File: src/rtl/mem_access_stage.sv
// Memory-access pipeline stage: drives a 16-bit synchronous data memory, splits
// word accesses into two halfword beats and registers results into MEM/WB.
module mem_access_stage #(
    parameter int ADDR_W    = 32,
    parameter int HI_OFFSET = 2
) (
    input  logic              clk_i,
    input  logic              rst_ni,
    input  logic              ex_valid_i,
    input  logic [ADDR_W-1:0] alu_result_i,
    input  logic [31:0]       store_data_i,
    input  logic              mem_read_i,
    input  logic              mem_write_i,
    input  logic [1:0]        mem_size_i,
    input  logic              mem_signed_i,
    input  logic              mem_to_reg_i,
    output logic [ADDR_W-1:0] dmem_addr_o,
    output logic [15:0]       dmem_wdata_o,
    output logic [1:0]        dmem_be_o,
    output logic              dmem_we_o,
    output logic              dmem_re_o,
    input  logic [15:0]       dmem_rdata_i,
    output logic              stall_o,
    output logic              align_err_o,
    output logic              wb_valid_o,
    output logic              wb_mem_to_reg_o,
    output logic [31:0]       wb_calc_o,
    output logic [31:0]       wb_load_data_o
);

    typedef enum logic {IDLE, HI} state_t;

    localparam logic [1:0] SIZE_BYTE = 2'b00;
    localparam logic [1:0] SIZE_HALF = 2'b01;
    localparam logic [1:0] SIZE_WORD = 2'b10;

    state_t            state_reg, state_next;
    logic              wb_valid_reg, wb_valid_next;
    logic              wb_m2r_reg, wb_m2r_next;
    logic [31:0]       wb_calc_reg;
    logic [15:0]       lo_reg;
    logic [1:0]        size_reg;
    logic              lane_reg;
    logic              sign_reg;

    logic              is_access;
    logic              misaligned;
    logic              issue;
    logic              wb_load;
    logic              lo_capture;
    logic              align_err;
    logic              stall;
    logic [ADDR_W-1:0] addr_base;
    logic [15:0]       byte_rep_wdata;
    logic [7:0]        byte_sel;

    assign is_access = mem_read_i | mem_write_i;
    assign addr_base = {alu_result_i[ADDR_W-1:1], 1'b0};

    // A byte store is replicated onto both lanes; the byte enables pick the lane.
    for (genvar gi = 0; gi < 2; gi++) begin : g_lane
        assign byte_rep_wdata[gi*8 +: 8] = store_data_i[7:0];
    end

    always_comb begin
        misaligned = 1'b0;
        case (mem_size_i)
            SIZE_BYTE: misaligned = 1'b0;
            SIZE_HALF: misaligned = alu_result_i[0];
            SIZE_WORD: misaligned = |alu_result_i[1:0];
            default:   misaligned = 1'b1;
        endcase
    end

    always_comb begin
        state_next    = state_reg;
        issue         = 1'b0;
        wb_load       = 1'b0;
        wb_valid_next = 1'b0;
        wb_m2r_next   = 1'b0;
        lo_capture    = 1'b0;
        align_err     = 1'b0;
        stall         = 1'b0;
        dmem_addr_o   = addr_base;
        dmem_wdata_o  = (mem_size_i == SIZE_BYTE) ? byte_rep_wdata : store_data_i[15:0];
        dmem_be_o     = 2'b11;
        if (mem_size_i == SIZE_BYTE) begin
            dmem_be_o = alu_result_i[0] ? 2'b10 : 2'b01;
        end

        case (state_reg)
            IDLE: begin
                if (ex_valid_i) begin
                    if (is_access && misaligned) begin
                        align_err = 1'b1;
                        wb_load   = 1'b1;
                    end else if (is_access) begin
                        issue = 1'b1;
                        if (mem_size_i == SIZE_WORD) begin
                            stall      = 1'b1;
                            state_next = HI;
                        end else begin
                            wb_load     = 1'b1;
                            wb_m2r_next = mem_to_reg_i;
                        end
                    end else begin
                        wb_load     = 1'b1;
                        wb_m2r_next = mem_to_reg_i;
                    end
                end
            end
            HI: begin
                issue        = 1'b1;
                wb_load      = 1'b1;
                wb_m2r_next  = mem_to_reg_i;
                dmem_addr_o  = addr_base + ADDR_W'(HI_OFFSET);
                dmem_wdata_o = store_data_i[31:16];
                // Read data arriving now belongs to the low-half read issued in IDLE.
                lo_capture   = mem_read_i & ~mem_write_i;
                state_next   = IDLE;
            end
            default: state_next = IDLE;
        endcase
        wb_valid_next = wb_load;
    end

    // Strobes are masked by reset so an aborted word access issues nothing.
    assign dmem_we_o   = rst_ni & issue & mem_write_i;
    assign dmem_re_o   = rst_ni & issue & mem_read_i & ~mem_write_i;
    assign stall_o     = rst_ni & stall;
    assign align_err_o = rst_ni & align_err;

    always_ff @(posedge clk_i or negedge rst_ni) begin
        if (!rst_ni) begin
            state_reg    <= IDLE;
            wb_valid_reg <= 1'b0;
            wb_m2r_reg   <= 1'b0;
            wb_calc_reg  <= 32'd0;
            lo_reg       <= 16'd0;
            size_reg     <= 2'b00;
            lane_reg     <= 1'b0;
            sign_reg     <= 1'b0;
        end else begin
            state_reg    <= state_next;
            wb_valid_reg <= wb_valid_next;
            wb_m2r_reg   <= wb_m2r_next;
            if (wb_load) begin
                wb_calc_reg <= 32'(alu_result_i);
                size_reg    <= mem_size_i;
                lane_reg    <= alu_result_i[0];
                sign_reg    <= mem_signed_i;
            end
            if (lo_capture) begin
                lo_reg <= dmem_rdata_i;
            end
        end
    end

    assign byte_sel = lane_reg ? dmem_rdata_i[15:8] : dmem_rdata_i[7:0];

    always_comb begin
        wb_load_data_o = 32'd0;
        if (wb_valid_reg && wb_m2r_reg) begin
            case (size_reg)
                SIZE_BYTE: wb_load_data_o = {{24{sign_reg & byte_sel[7]}}, byte_sel};
                SIZE_HALF: wb_load_data_o = {{16{sign_reg & dmem_rdata_i[15]}}, dmem_rdata_i};
                SIZE_WORD: wb_load_data_o = {dmem_rdata_i, lo_reg};
                default:   wb_load_data_o = 32'd0;
            endcase
        end
    end

    assign wb_valid_o      = wb_valid_reg;
    assign wb_mem_to_reg_o = wb_m2r_reg;
    assign wb_calc_o       = wb_calc_reg;

endmodule

File: config.mk
export PLATFORM = sky130hd
export DESIGN_NAME = mem_access_stage
export DESIGN_NICKNAME = d
export VERILOG_FILES = /design/src/rtl/mem_access_stage.sv
export SDC_FILE = /design/constraint.sdc
export NUM_CORES = 1
export LEC_CHECK = 0
export BUFFER_PORTS_ARGS = -buffer_cell sky130_fd_sc_hd__buf_2
export CORE_MARGIN = 2
export CORE_UTILIZATION = 40
export DETAILED_ROUTE_END_ITERATION = 8
export MAX_ROUTING_LAYER = met4
export PLACE_DENSITY_LB_ADDON = 0.15
export SLEW_MARGIN = 0
export SYNTH_ARGS = -nofsm -noshare
export SYNTH_HDL_FRONTEND = slang
export SYNTH_SLANG_ARGS = --single-unit
File: constraint.sdc
create_clock -name clk_i -period 1.6 [get_ports clk_i]
set_input_delay 0.08 -clock clk_i [delete_from_list [all_inputs] [get_ports clk_i]]
set_output_delay 0.08 -clock clk_i [all_outputs]
set_load 0.1 [all_outputs]
==> flow_results.xml, run 1 <==
<?xml version="1.0" encoding="UTF-8"?>
<metrics>
  <group name="run_status">
    <metric name="status" unit="">stopped before the end</metric>
    <metric name="outcome.stop_stage" unit="">global routing (5_1_grt)</metric>
    <metric name="error" unit="">[ERROR GRT-0232] Routing congestion too high. Check the congestion heatmap in the GUI.</metric>
  </group>
  <group name="logic_synthesis">
    <metric name="syn-instance-count" unit="">360</metric>
    <metric name="syn-num-nets" unit="">450</metric>
    <metric name="synth.yosys.warnings" unit="">0</metric>
    <metric name="syn-mean-instance-area" unit="sq um">10.09</metric>
    <metric name="syn-cell-area" unit="sq um">3631</metric>
    <metric name="synth.distinct_cells" unit="">42</metric>
    <metric name="synth-seq-area-share" unit="%">37.22</metric>
    <metric name="yosys_reg_bits" unit="">54</metric>
  </group>
  <group name="die">
    <metric name="std_cell_rows" unit="">34</metric>
    <metric name="floorplan.io_pins" unit="">209</metric>
    <metric name="die_height" unit="microns">99.28</metric>
    <metric name="die_width" unit="microns">99.28</metric>
    <metric name="floorplan.initialDensity" unit="%">41.43</metric>
  </group>
  <group name="sta">
    <metric name="repair-timing-grt-worst-ep" unit="">dmem_addr_o[17]</metric>
    <metric name="worst_endpoint_kind" unit="">top-level output</metric>
  </group>
  <group name="placement">
    <metric name="io_buffer_count" unit="">207</metric>
    <metric name="globalplace.congestion" unit="">0.8365</metric>
    <metric name="detailedPlacementHpwl" unit="microns">11160</metric>
    <metric name="cell_total_after_placement" unit="">710</metric>
  </group>
  <group name="clocking">
    <metric name="cts_buffers" unit="">5</metric>
    <metric name="clock-sinks" unit="">54</metric>
    <metric name="max-clock-path-buffers" unit="">2</metric>
    <metric name="clock-root-buffer" unit="">sky130_fd_sc_hd__clkbuf_8</metric>
    <metric name="cts.htree.levels" unit="">2</metric>
  </group>
  <group name="global_routing">
    <metric name="grt_start_max_net_pins" unit="">29</metric>
    <metric name="antenna_found_initial" unit="">4</metric>
    <metric name="globalRouteOverflowTotal" unit="">3</metric>
    <metric name="grt_usage" unit="%">63.62</metric>
  </group>
</metrics>
==> cell families after synthesis <==
family | count (synthesis) | share of synthesized area, %
buf+inv | 29 | 4.272
mux | 67 | 23.40
other cells | 1 | 0.1033
xor+xnor | 30 | 7.236
simple gates | 109 | 15.75
compound gates | 69 | 11.68
fa+ha+maj | 1 | 0.3445
flops | 54 | 37.22
==> timing repair <==
| action | CTS |
|---|---|
| gates resized for setup | 69 |
| hold endpoints to repair | 56 |
| endpoints found under the setup margin | 112 |
| hold buffers | 3 |
| pin swaps | 43 |
| setup buffers | 13 |
| gates cloned | 1 |
==> Yosys cell counts, drive strengths merged <==
cell type	n	area share (%)
a211o	1	0.24
a211oi	1	0.21
a21o	2	0.41
a21oi	26	3.6
a22o	6	1.4
a22oi	16	3.3
and2	1	0.17
and3	4	0.69
buf	13	2.6
clkbuf	12	1.3
conb	1	0.10
dfrtp	54	37
ha	1	0.34
inv	4	0.41
mux2	59	21
mux2i	8	2.2
nand2	42	4.3
nand2b	2	0.34
nand3	12	1.7
nand3b	2	0.41
nand4	13	2.4
nor2	17	1.8
nor2b	3	0.52
nor3	6	1.4
nor3b	2	0.41
nor4	3	1.1
nor4b	1	0.24
o211ai	1	0.21
o21a	1	0.21
o21ai	15	2.1
or4	1	0.31
xnor2	24	5.8
xor2	6	1.4
==> metal layers <==
| layer | GRT usage (%) | GRT overflow |
|---|---|---|
| met2 | 89.14 | 1 |
| met5 | - | - |
| met3 | 34.72 | 0 |
| met4 | 61.33 | 2 |
| met1 | 61.02 | 0 |
==> through the flow <==
step                      setup slack, ps  area (sq um)
after CTS                          -589.7          7973
after detailed placement           -278.5          7378
after global placement             -214.5          7378
after floorplan                    -450.2          4768
==> run 2: changes to the inputs <==
Settings changed: CORE_UTILIZATION 40 to 30, MAX_ROUTING_LAYER met4 to unset.
Clock period 1.6 ns to 2.1 ns, I/O delays scaled along.
==> flow_results.xml, run 2 <==
<?xml version="1.0" encoding="UTF-8"?>
<metrics>
  <group name="global_routing">
    <metric name="grt_start_max_net_pins" unit="">30</metric>
    <metric name="globalRouteOverflowTotal" unit="">0</metric>
    <metric name="vias_in_the_first_global_route" unit="">3855</metric>
    <metric name="grt_pass1_wl" unit="microns">20600</metric>
    <metric name="antenna_found_initial" unit="">0</metric>
    <metric name="grt_usage" unit="%">20.28</metric>
  </group>
  <group name="die">
    <metric name="die_height" unit="microns">114.0</metric>
    <metric name="fp.coreArea" unit="sq um">11910</metric>
    <metric name="die_width" unit="microns">114.0</metric>
    <metric name="fp.dieArea" unit="sq um">13000</metric>
    <metric name="floorplan.initialDensity" unit="%">30.48</metric>
    <metric name="floorplan.io_pins" unit="">209</metric>
    <metric name="std_cell_rows" unit="">40</metric>
  </group>
  <group name="critical_path">
    <metric name="cp_data_arrival_time" unit="ps">2010</metric>
    <metric name="critical_path.startpoint_type" unit="">flip-flop</metric>
    <metric name="timing.setup.critical_path_class" unit="">flip-flop to output pin</metric>
    <metric name="worst_path_largest_cell_delay" unit="ps">400</metric>
    <metric name="timing.critical_path.fanout_max" unit="">7</metric>
    <metric name="cp_cell_instances" unit="">buf_6, nand4_1, buf_6, nor3_2, buf_4, nand4_1, xnor2_4, buf_12</metric>
    <metric name="worst_path_max_delay_cell" unit="">sky130_fd_sc_hd__dfrtp_1</metric>
    <metric name="timing.critical_path.to_type" unit="">output pin</metric>
    <metric name="endpoint_required_time_on_the_critical_path" unit="ps">2000</metric>
  </group>
  <group name="placement">
    <metric name="pre_cts_ws" unit="ps">86.27</metric>
    <metric name="io_buffer_count" unit="">207</metric>
    <metric name="detailedPlacementHpwl" unit="microns">10480</metric>
    <metric name="globalplace.congestion" unit="">0.8577</metric>
  </group>
  <group name="logic_synthesis">
    <metric name="async_reset_ff_share" unit="%">100.0</metric>
    <metric name="post_synth_and_or_nand_nor_area_fraction" unit="%">15.75</metric>
    <metric name="syn-cell-area" unit="sq um">3631</metric>
    <metric name="synth_top_flop_cell" unit="">sky130_fd_sc_hd__dfrtp_1</metric>
    <metric name="synth_most_common_cell" unit="">sky130_fd_sc_hd__dfrtp_1</metric>
    <metric name="synth_xor_xnor_area_share" unit="%">7.236</metric>
    <metric name="syn-instance-count" unit="">360</metric>
    <metric name="combinational_family_with_the_most_area_after_synthesis" unit="">multiplexers</metric>
    <metric name="syn-mean-instance-area" unit="sq um">10.09</metric>
    <metric name="yosys_top_cell_by_area" unit="">sky130_fd_sc_hd__dfrtp_1</metric>
    <metric name="synth.top_cells.by_count" unit="">54 x sky130_fd_sc_hd__dfrtp_1, 42 x sky130_fd_sc_hd__nand2_1, 31 x sky130_fd_sc_hd__mux2_2</metric>
    <metric name="synth-seq-area-share" unit="%">37.22</metric>
    <metric name="yosys_reg_bits" unit="">54</metric>
    <metric name="post_synth_edffs" unit="">0</metric>
    <metric name="synthMuxAreaShare" unit="%">23.40</metric>
    <metric name="synth_fa_ha_area_share" unit="%">0.3446</metric>
    <metric name="synth.yosys.warnings" unit="">0</metric>
    <metric name="synth_top_area_share" unit="%">37.22</metric>
    <metric name="area_fraction_in_compound_gates_after_synthesis" unit="%">11.68</metric>
    <metric name="synth.distinct_cells" unit="">42</metric>
    <metric name="netlist_top_cells_area" unit="">sky130_fd_sc_hd__dfrtp_1 37%, sky130_fd_sc_hd__mux2_4 12%, sky130_fd_sc_hd__mux2_2 9.6%</metric>
    <metric name="syn-num-nets" unit="">450</metric>
  </group>
  <group name="final_layout">
    <metric name="filler_cell_count" unit="">960</metric>
    <metric name="layout-area-overhead-vs-synth" unit="%">98.35</metric>
    <metric name="ratio_of_cells_with_drive_above_1_in_the_final_layout" unit="%">66.90</metric>
    <metric name="final_common_cell" unit="">sky130_fd_sc_hd__buf_2</metric>
    <metric name="most-common-layout-cells" unit="">125 x sky130_fd_sc_hd__buf_2, 83 x sky130_fd_sc_hd__buf_12, 50 x sky130_fd_sc_hd__dfrtp_1</metric>
    <metric name="n_antenna_cell" unit="">0</metric>
    <metric name="largest_register_ff_count" unit="">32</metric>
    <metric name="postLayoutCoreUtil" unit="%">60.46</metric>
    <metric name="num-nets-final" unit="">666</metric>
  </group>
  <group name="min_path">
    <metric name="worst_hold_check_path_type" unit="">input pin to flip-flop</metric>
  </group>
  <group name="clocking">
    <metric name="cts_buffers" unit="">5</metric>
    <metric name="max-clock-path-buffers" unit="">2</metric>
    <metric name="clock-sinks" unit="">54</metric>
    <metric name="clock_tree_from_tritoncts" unit="">done</metric>
    <metric name="cts.htree.levels" unit="">2</metric>
    <metric name="clk_pin_slew_worst_paths" unit="ps">70</metric>
    <metric name="worst_skew_pair.late_latency" unit="ps">290</metric>
    <metric name="clock-root-buffer" unit="">sky130_fd_sc_hd__clkbuf_16</metric>
  </group>
  <group name="sta">
    <metric name="timing_max_transition_violations_final" unit="">0</metric>
    <metric name="fmax" unit="MHz">473.1</metric>
    <metric name="clock_skew" unit="ps">9.051</metric>
    <metric name="setup_violations" unit="">1</metric>
    <metric name="max-slew-margin-rel" unit="%">61.93</metric>
    <metric name="final_critical_path_setup_slack" unit="ps">-13.72</metric>
    <metric name="rsz0062_at_grt" unit="">yes</metric>
    <metric name="final.period_utilization" unit="%">100.7</metric>
    <metric name="fin_tns_setup" unit="ps">-13.72</metric>
    <metric name="final-hold-violation-count" unit="">0</metric>
    <metric name="fin_worst_hold_slack" unit="ps">37.21</metric>
    <metric name="tightestPinTransition" unit="ps">565.1</metric>
    <metric name="timing.final.crit_period" unit="ps">2114</metric>
  </group>
  <group name="route">
    <metric name="vias" unit="">3663</metric>
    <metric name="wl_per_cell" unit="microns">17.95</metric>
    <metric name="drt_iter0_drc" unit="">139</metric>
    <metric name="finalWirelength" unit="microns">13000</metric>
    <metric name="remaining_number_of_nets_flagged_by_the_antenna_check_after_routing" unit="">0</metric>
    <metric name="first_pass_iters" unit="">4</metric>
    <metric name="drc" unit="">0</metric>
    <metric name="vias_per_cell" unit="">5.059</metric>
  </group>
  <group name="pwr">
    <metric name="power-per-cell-area" unit="nW/um^2">611.4</metric>
    <metric name="report.power.total" unit="uW">4404</metric>
    <metric name="worst_ir_drop_vdd" unit="uV">354.0</metric>
    <metric name="static_power_due_to_leakage" unit="uW">0.003112</metric>
  </group>
  <group name="run_status">
    <metric name="failing_checks" unit="">negative setup slack</metric>
    <metric name="status" unit="">finished, violations left</metric>
  </group>
  <group name="flow_run">
    <metric name="max_cap_violations" unit="">0</metric>
  </group>
</metrics>
run 2: cell counts after synthesis:
Identical to the previous run, type by type.
run 2: kinds of logic after synthesis:
logic type      Yosys count
compound gates           69
xor+xnor                 30
fa+ha+maj                 1
buf+inv                  29
flops                    54
mux                      67
other cells               1
simple gates            109
run 2: per-layer routing:
| layer | track usage, % | wire length (microns) |
|---|---|---|
| met1 | 25.48 | 5431 |
| met2 | 35.56 | 6603 |
| met3 | 4.835 | 807 |
| met4 | 4.228 | 155 |
| met5 | 0 | 0 |
run 2: path summary, 6_finish.rpt:
check / to / slack, ps / startpoint / depth (start not counted)
setup / recovery: dmem_addr_o[31] / -10 / state_reg / 8
hold / removal: wb_mem_to_reg_o / 40 / mem_to_reg_i / 2
setup reg to reg: wb_calc_o[21] / 300 / state_reg / 5
hold reg to reg: wb_calc_o[28] / 510 / wb_calc_o[28] / 1
max in group asynchronous: wb_valid_o / 1390 / rst_ni / 3
min in group asynchronous: wb_calc_o[0] / 420 / rst_ni / 3
run 2: cell type report:
type	instances	area (sq um)	area share, %
multi-input cells	278	2982	41.40
repair buffers	233	2496	34.66
flip-flops and latches	54	1356	18.83
well taps	147	183.9	2.554
clock buffers	5	125.1	1.737
clock inverters	3	43.79	0.6081
inverters	4	15.01	0.2085
run 2: per-stage QoR:
step | instances | area, sq um
floorplan | 360 | 4481
global placement | 708 | 6929
detailed placement | 708 | 6929
CTS | 723 | 7184
global route | 724 | 7202
finish | 724 | 7202
run 2: critical path: cells and delay by family (launching register included):
kind,cells,cell delay [ps]
xor gates and xnor gates,1,210
and+or+nand+nor,3,420
buffers and inverters,4,670
DFF,1,400
run 2: power by group:
part	switching, uW	internal, uW	leakage [uW]
Clock	386	565	0.0000842
Sequential	75.2	1160	0.000660
Combinational	1560	657	0.00237
Total	2030	2380	0.00311
run 2: timing repair:
item / 4_1_cts / 5_1_grt
endpoints found under the hold margin: 54 / 0
resized for setup: 8 / 4
setup buffers: 5 / 1
setup endpoints to repair: 35 / 22
hold buffers: 1 / 0
pin swaps: 8 / 7
gates cloned: 1 / 0
Power figures use the tool's default switching activity.
